`src/rtl/clk_period_meter.sv`:
```
// Purpose : measures period and high time of an asynchronous slow signal in IN_CLK cycles,
//           with lock detection, sticky loss-of-signal and a wrapping rising-edge counter.
// Latency : SIG_IN rise at first sync flop -> VALID strobe SYNC_STAGES+1 IN_CLK cycles later.
// Backpr. : none; results are strobed on VALID and held until the next measurement.
// Ports   : IN_CLK/RST (sync, active high), SIG_IN (async input),
//           PERIOD/HIGH_TIME/VALID/LOCKED/TIMEOUT/EDGE_CNT (all registered).
module clk_period_meter #(
   parameter int CNT_WIDTH      = 32,
   parameter int SYNC_STAGES    = 2,
   parameter int TIMEOUT_CYCLES = 100000000,
   parameter int EDGE_WIDTH     = 16
) (
   input  logic                  IN_CLK,
   input  logic                  RST,
   input  logic                  SIG_IN,
   output logic [CNT_WIDTH-1:0]  PERIOD,
   output logic [CNT_WIDTH-1:0]  HIGH_TIME,
   output logic                  VALID,
   output logic                  LOCKED,
   output logic                  TIMEOUT,
   output logic [EDGE_WIDTH-1:0] EDGE_CNT
);

   typedef enum logic {IDLE, MEASURE} state_t;

   localparam logic [CNT_WIDTH-1:0] TMO = CNT_WIDTH'(TIMEOUT_CYCLES);

   state_t                  state_q;
   logic [SYNC_STAGES-1:0]  sync_q;
   logic                    prev_q;
   logic [CNT_WIDTH-1:0]    cnt_q;
   logic [CNT_WIDTH-1:0]    cnt_d;
   logic [CNT_WIDTH-1:0]    cnt_inc;
   logic [CNT_WIDTH-1:0]    hi_cap_q;
   logic                    fall_seen_q;
   logic                    have_vld_q;
   logic [CNT_WIDTH-1:0]    period_q;
   logic [CNT_WIDTH-1:0]    high_q;
   logic                    vld_q;
   logic                    locked_q;
   logic                    timeout_q;
   logic [EDGE_WIDTH-1:0]   edge_q;

   logic s;
   logic rise;
   logic fall;
   logic tmo_hit;

   always_comb begin
      s       = sync_q[SYNC_STAGES-1];
      rise    = s & ~prev_q;
      fall    = ~s & prev_q;
      // Saturating increment: a stuck counter must never wrap back into range.
      cnt_inc = (&cnt_q) ? cnt_q : cnt_q + CNT_WIDTH'(1);
      cnt_d   = rise ? '0 : cnt_inc;
      tmo_hit = (cnt_inc == TMO);
   end

   always_ff @(posedge IN_CLK) begin
      if (RST) begin
         state_q     <= IDLE;
         sync_q      <= '0;
         prev_q      <= 1'b0;
         cnt_q       <= '0;
         hi_cap_q    <= '0;
         fall_seen_q <= 1'b0;
         have_vld_q  <= 1'b0;
         period_q    <= '0;
         high_q      <= '0;
         vld_q       <= 1'b0;
         locked_q    <= 1'b0;
         timeout_q   <= 1'b0;
         edge_q      <= '0;
      end else begin
         sync_q <= {sync_q[SYNC_STAGES-2:0], SIG_IN};
         prev_q <= s;
         cnt_q  <= cnt_d;
         vld_q  <= 1'b0;
         case (state_q)
            IDLE: begin
               // First rise only opens a measurement window; nothing to report yet.
               if (rise) begin
                  edge_q      <= edge_q + EDGE_WIDTH'(1);
                  fall_seen_q <= 1'b0;
                  have_vld_q  <= 1'b0;
                  state_q     <= MEASURE;
               end
            end
            MEASURE: begin
               // Rise takes priority over a coincident timeout.
               if (rise) begin
                  period_q    <= cnt_inc;
                  high_q      <= fall_seen_q ? hi_cap_q : '0;
                  vld_q       <= 1'b1;
                  edge_q      <= edge_q + EDGE_WIDTH'(1);
                  timeout_q   <= 1'b0;
                  locked_q    <= have_vld_q && (cnt_inc == period_q);
                  have_vld_q  <= 1'b1;
                  fall_seen_q <= 1'b0;
               end else if (tmo_hit) begin
                  timeout_q   <= 1'b1;
                  locked_q    <= 1'b0;
                  have_vld_q  <= 1'b0;
                  state_q     <= IDLE;
               end else if (fall && !fall_seen_q) begin
                  // Only the first fall after a rise defines the high time.
                  hi_cap_q    <= cnt_inc;
                  fall_seen_q <= 1'b1;
               end
            end
            default: state_q <= IDLE;
         endcase
      end
   end

   assign PERIOD    = period_q;
   assign HIGH_TIME = high_q;
   assign VALID     = vld_q;
   assign LOCKED    = locked_q;
   assign TIMEOUT   = timeout_q;
   assign EDGE_CNT  = edge_q;

endmodule

```
`config.mk`:
```
export PLATFORM = sky130hd
export DESIGN_NAME = clk_period_meter
export DESIGN_NICKNAME = d
export VERILOG_FILES = /design/src/rtl/clk_period_meter.sv
export SDC_FILE = /design/constraint.sdc
export NUM_CORES = 1
export LEC_CHECK = 0
export BUFFER_PORTS_ARGS = -buffer_cell sky130_fd_sc_hd__buf_2
export CAP_MARGIN = 20
export CORE_MARGIN = 5
export CORE_UTILIZATION = 40
export CTS_CLUSTER_SIZE = 40
export DETAILED_ROUTE_END_ITERATION = 6
export PLACE_DENSITY = 0.57
export SYNTH_ARGS = -nofsm -noshare
export SYNTH_HDL_FRONTEND = slang
export SYNTH_SLANG_ARGS = --single-unit
```
`constraint.sdc`:
```
create_clock -name IN_CLK -period 9.61 [get_ports IN_CLK]
set_input_delay 0.961 -clock IN_CLK [delete_from_list [all_inputs] [get_ports IN_CLK]]
set_output_delay 0.961 -clock IN_CLK [all_outputs]
set_load 0.01 [all_outputs]
```
==> results of run 1 <==
## cell usage in the layout (no fill, tap or decap), types with 15 or more instances in the layout
cell | synthesis | final
a211oi_1 | 30 | 30
a22o_1 | 32 | 32
a31oi_1 | 38 | 38
buf_2 | 8 | 86
clkbuf_16 | 0 | 17
dfxtp_1 | 153 | 153
nand2_1 | 62 | 62
nand3_1 | 26 | 26
nand4_1 | 23 | 23
nor2_1 | 83 | 82
nor3_1 | 15 | 15
o21ai_0 | 38 | 38
xnor2_1 | 37 | 37
xor2_1 | 28 | 28
## stage by stage
step                      cells  setup WS, ns  util, %  area [um^2]  power, mW
after global placement     1014         4.206    44.11         7263     0.6886
after CTS                  1048         4.634    47.71         7855      1.339
after detailed placement   1016         4.628    44.23         7283     0.6896
after floorplan             753         6.108        -         6685     0.6784
after global routing       1048         4.248    47.71         7855      1.369
final                      1048         4.554    47.71         7855      1.329
## registers in the layout, indices dropped and copies added (netlist names)
name / cells
HIGH_TIME: 32
PERIOD: 32
cnt_q: 32
hi_cap_q: 32
EDGE_CNT: 16
sync_q: 2
LOCKED: 1
TIMEOUT: 1
VALID: 1
fall_seen_q: 1
have_vld_q: 1
prev_q: 1
state_q: 1
## final timing paths
kind	startpoint	end	slack, ns	depth (start not counted)
setup / recovery	cnt_q[8]$_SDFF_PP0_	hi_cap_q[10]$_SDFFE_PP0P_	4.55	12
setup reg to reg	cnt_q[8]$_SDFF_PP0_	hi_cap_q[10]$_SDFFE_PP0P_	4.55	12
hold reg to reg	sync_q[0]$_SDFF_PP0_	sync_q[1]$_SDFF_PP0_	0.46	1
hold / removal	sync_q[0]$_SDFF_PP0_	sync_q[1]$_SDFF_PP0_	0.46	1
## where the power goes
part	internal [mW]	total (mW)	switching, mW
logic	0.00856	0.0346	0.0260
clock network	0.362	0.653	0.291
registers	0.637	0.641	0.00400
## critical path, cell delays in order, from the launching register on
cell,delay [ns]
dfxtp_1,0.51
nand3_1,0.29
nor4_2,0.87
buf_4,0.29
nand3_2,0.22
or3_1,0.43
a2111oi_1,0.52
nand4_1,0.16
o41a_1,0.39
buf_4,0.25
and3_1,0.45
buf_8,0.27
mux2_2,0.27
## kinds of logic (layout without fill, tap and decap cells)
| kind of cell | Yosys count | after routing | share of synthesized area (%) |
|---|---|---|---|
| AND/OR/NAND/NOR | 279 | 279 | 20.85 |
| buffers and inverters | 69 | 144 | 4.211 |
| multiplexers | 5 | 5 | 0.8609 |
| XOR/XNOR | 68 | 68 | 9.452 |
| flip-flops | 153 | 153 | 45.82 |
| adder cells (fa/ha/maj) | 2 | 2 | 0.3743 |
| AO/OA/AOI/OAI | 177 | 177 | 18.44 |
## layer usage
| layer | vias to the layer above | share of wire (%) | track usage [%] |
|---|---|---|---|
| met5 | - | 0 | 0 |
| met2 | 225 | 46 | 36.28 |
| met3 | 36 | 6.4 | 5.043 |
| met1 | 2910 | 46 | 30.65 |
| li1 | 2850 | - | - |
| met4 | 0 | 2.6 | 7.930 |
## layout make-up
class,count,share of cell area [%]
Sequential cell,153,38.99
Clock inverter,14,1.816
Multi-Input combinational cell,531,42.74
Clock buffer,18,5.464
Inverter,12,0.5734
Tap cell,220,3.504
Timing Repair Buffer,100,6.913
==> impl_metrics.env, run 1 <==
export IMPL_status="complete, no violations"
export IMPL_grt_pass1_vias=5951
export IMPL_layout_nets=820
export IMPL_finClkSkew_ns=0.01044
export IMPL_syn_avg_cell_area_um2=8.878
export IMPL_hold_path_class="flop to flop"
export IMPL_grt_pass1_wl_mm=34.80
export IMPL_async_flop_share_pct=0
export IMPL_p_leak_nw=2.950
export IMPL_synthTopCellsByCount="dfxtp_1 (153), nor2_1 (83), nand2_1 (62)"
export IMPL_cts_max_path_buffers=2
export IMPL_drv_cap=0
export IMPL_setup_viol=0
export IMPL_numPortBuffers=85
export IMPL_die_h_um=139.3
export IMPL_ys_seq_elements=153
export IMPL_max_slew_margin_rel_pct=29.58
export IMPL_ys_flop_type="dfxtp_1"
export IMPL_synth_distinct_cells=64
export IMPL_maxSlewViolCount=0
export IMPL_cts_root_buf="clkbuf_16"
export IMPL_vias_per_cell=5.745
export IMPL_core_mm2=0.01647
export IMPL_cts_tree="built"
export IMPL_seq_area_mm2=0.003063
export IMPL_drtAntennaViolNets=0
export IMPL_min_period_ns=5.056
export IMPL_grt_ovfl_total=0
export IMPL_insertion_delay_ns=0.43
export IMPL_drt_initial_drc_count=458
export IMPL_tightest_slew_ns=1.055
export IMPL_start_kind="flop"
export IMPL_cts_sinks=153
export IMPL_synth_top_cell_area_share_pct=45.82
export IMPL_ys_top_cells_by_area="dfxtp_1 (46%), xnor2_1 (4.8%), nor2_1 (4.7%), a22o_1 (4.2%), xor2_1 (3.7%)"
export IMPL_ys_seq_area_share_pct=45.82
export IMPL_yosys_cell_count_top_type="dfxtp_1"
export IMPL_drc=0
export IMPL_criticalPathCategory="flop to flop"
export IMPL_cts_hold_buf=0
export IMPL_grt_setup_unrepaired="no"
export IMPL_cts_repair_resized=0
export IMPL_yosys_warnings=0
export IMPL_diodes=0
export IMPL_grt_max_degree=61
export IMPL_syn_cell_area_mm2=0.006685
export IMPL_multiInputGateArea_mm2=0.003357
export IMPL_cp_max_fo=32
export IMPL_finalHoldViolations=0
export IMPL_core_rowCount=47
export IMPL_powerDensity_mw_per_mm2=169.2
export IMPL_crit_arrival_ns=5.37
export IMPL_clk_pin_slew_ns=0.06
export IMPL_synthCells=753
export IMPL_die_w_um=139.3
export IMPL_grt_antenna_before_repair=0
export IMPL_syn_to_final_growth_pct=17.50
export IMPL_syn_nets=758
export IMPL_gp_congestion=0.9601
export IMPL_layout_drive_gt1_share_pct=17.63
export IMPL_wl_per_cell_um=21.09
export IMPL_cts_buffers=17
export IMPL_dr_pass1_iters=5
export IMPL_ios=86
export IMPL_fin_setup_tns_ns=0
export IMPL_synth_top_area_cell="dfxtp_1"
export IMPL_dpl_hpwl_mm=16.11
export IMPL_grt_usage_pct=22.80
export IMPL_ir_drop_v=0.0001386
export IMPL_fmax_ghz=0.1978
export IMPL_routed_via_count=6021
export IMPL_endpoint_kind="flop"
export IMPL_dieArea_mm2=0.01940
export IMPL_nFillCells=1582
export IMPL_critPathRequiredTime_ns=9.92
export IMPL_totalWireLength_mm=22.10
export IMPL_hold_worst_slack_ns=0.4587
export IMPL_initial_core_util_pct=40.60
export IMPL_post_cts_buffers=0
export IMPL_period_share_pct=52.62
export IMPL_synth_edf_count=0
export IMPL_htreeDepth=4
Note: power is estimated with default switching activity, not from simulation.
==> run 2: changes to the inputs <==
Clock period 9.61 ns to 5.2 ns, I/O delays scaled along.
==> run 2 against run 1 <==
  * Clock-buffer cell count rose by 3
  * Sequential share of layout area hardly changed
  * Utilization hardly changed
  * First-iteration DRC count fell by 5.9%
  * Clock power up 79%
  * Non-clock buffer count grew 4
  * Power increased by 82%
==> impl_metrics.env, run 2 (synthesized netlist as in run 1, its figures left out) <==
export IMPL_status="complete, no violations"
export IMPL_die_w_um=139.3
export IMPL_grt_pass1_wl_mm=33.02
export IMPL_fin_ws_ns=0.8019
export IMPL_post_cts_buffers=0
export IMPL_ios=86
export IMPL_min_to="sync_q[0]$_SDFF_PP0_"
export IMPL_diodes=0
export IMPL_hold_path_class="primary input to flop"
export IMPL_grt_pass1_vias=5717
export IMPL_dpl_hpwl_mm=15.23
export IMPL_dieArea_mm2=0.01940
export IMPL_initial_core_util_pct=40.60
export IMPL_grt_usage_pct=21.35
export IMPL_worst_r2r_setup_slack_ns=0.80
export IMPL_cts_root_buf="clkbuf_16"
export IMPL_final_util_pct=47.75
export IMPL_dr_pass1_iters=5
export IMPL_grt_antenna_before_repair=0
export IMPL_p_leak_nw=2.957
export IMPL_maxSlewViolCount=0
export IMPL_drtAntennaViolNets=0
export IMPL_grt_ovfl_total=0
export IMPL_vias_per_cell=5.770
export IMPL_powerDensity_mw_per_mm2=307.6
export IMPL_syn_to_final_growth_pct=17.61
export IMPL_placed_cell_area_mm2=0.007308
export IMPL_hp_start="SIG_IN"
export IMPL_drc=0
export IMPL_criticalPathCategory="flop to flop"
export IMPL_fin_setup_tns_ns=0
export IMPL_stdcell_area_mm2=0.007863
export IMPL_cts_sinks=153
export IMPL_layoutNonFillerInstCount=1050
export IMPL_final_common_cell="dfxtp_1"
export IMPL_wl_per_cell_um=19.89
export IMPL_htreeDepth=4
export IMPL_die_h_um=139.3
export IMPL_cts_max_path_buffers=2
export IMPL_cts_repair_resized=0
export IMPL_fmax_ghz=0.2274
export IMPL_min_path_cells=2
export IMPL_gp_congestion=0.9698
export IMPL_setup_viol=0
export IMPL_totalWireLength_mm=20.89
export IMPL_core_mm2=0.01647
export IMPL_layout_nets=824
export IMPL_layout_drive_gt1_share_pct=17.71
export IMPL_ir_drop_v=0.0002273
export IMPL_final_cell_mix="dfxtp_1 (153), buf_2 (85), nor2_1 (82), nand2_1 (62)"
export IMPL_r2r_end="hi_cap_q[22]$_SDFFE_PP0P_"
export IMPL_clk_pin_slew_ns=0.06
export IMPL_max_slew_margin_rel_pct=39.78
export IMPL_r2r_start="cnt_q[8]$_SDFF_PP0_"
export IMPL_finalHoldViolations=0
export IMPL_start_kind="flop"
export IMPL_pre_cts_slack_ns=0.8770
export IMPL_cts_tree="built"
export IMPL_grt_setup_unrepaired="no"
export IMPL_period_share_pct=84.58
export IMPL_min_period_ns=4.398
export IMPL_critPathRequiredTime_ns=5.51
export IMPL_routed_via_count=6059
export IMPL_insertion_delay_ns=0.42
export IMPL_numPortBuffers=85
export IMPL_tightest_slew_ns=0.8972
export IMPL_cts_hold_buf=0
export IMPL_cts_buffers=17
export IMPL_drt_initial_drc_count=431
export IMPL_grt_max_degree=61
export IMPL_crit_arrival_ns=4.71
export IMPL_finClkSkew_ns=0.006687
export IMPL_drv_cap=0
export IMPL_numPlacedInstances=1020
export IMPL_core_rowCount=47
export IMPL_endpoint_kind="flop"
export IMPL_cp_max_fo=32
export IMPL_r2r_cells=10
run 2: changes by cell type in the layout (fill, tap and decap cells not counted), sizes merged:
cell / delta
buf: +4
inv: -2
clkinvlp: +1
clkbuf: +3
clkinv: -4
run 2: area by class of cell:
cell class | instances | area, um^2
clock inverter | 9 | 93.84
tap | 220 | 275.3
fill | 1642 | 8603
inverter | 12 | 45.04
timing repair buffer | 104 | 568.0
multi-input combinational | 531 | 3357
clock buffer | 21 | 460.4
sequential | 153 | 3063
run 2: worst max-delay path by stage:
stage / from / end / slack (ns) / cells after the start
after floorplan: cnt_q[24]$_SDFF_PP0_ / hi_cap_q[22]$_SDFFE_PP0P_ / 1.70 / 12
after global placement: cnt_q[0]$_SDFF_PP0_ / hi_cap_q[22]$_SDFFE_PP0P_ / 0.83 / 11
after detailed placement: cnt_q[8]$_SDFF_PP0_ / hi_cap_q[22]$_SDFFE_PP0P_ / 0.88 / 10
after CTS: cnt_q[8]$_SDFF_PP0_ / hi_cap_q[22]$_SDFFE_PP0P_ / 0.86 / 10
after global routing: cnt_q[0]$_SDFF_PP0_ / hi_cap_q[22]$_SDFFE_PP0P_ / 0.54 / 11
final: cnt_q[8]$_SDFF_PP0_ / hi_cap_q[22]$_SDFFE_PP0P_ / 0.80 / 10
run 2: power breakdown:
part / switching [mW] / total (mW) / leakage [nW] / internal [mW]
sequential: 0.00757 / 1.19 / 1.23 / 1.18
combinational: 0.0465 / 0.0623 / 1.47 / 0.0158
clock: 0.489 / 1.17 / 0.254 / 0.682
total: 0.543 / 2.42 / 2.96 / 1.88
run 2: worst max-delay path, cell delays in order, from the launching register on:
cell	delay (ns)
dfxtp_1	0.52
nand3_1	0.26
or4_1	0.72
nor3_2	0.72
nor4b_1	0.15
xnor2_1	0.48
nand4_1	0.20
o41a_1	0.46
and3_1	0.17
buf_4	0.24
mux2_4	0.34
run 2: metal layers:
metal,vias to the layer above,routed length (um),track usage (%)
met5,-,0,0
met4,0,503,7.878
met3,36,1284,4.391
met2,252,9196,31.83
met1,2913,9903,30.55
li1,2858,-,-
run 2: stage by stage:
step | power [mW] | hold slack [ns]
floorplan | 1.254 | 0.4138
global placement | 1.272 | 0.4357
detailed placement | 1.273 | 0.4478
CTS | 2.434 | 0.3258
global route | 2.496 | 0.3279
finish | 2.419 | 0.3301
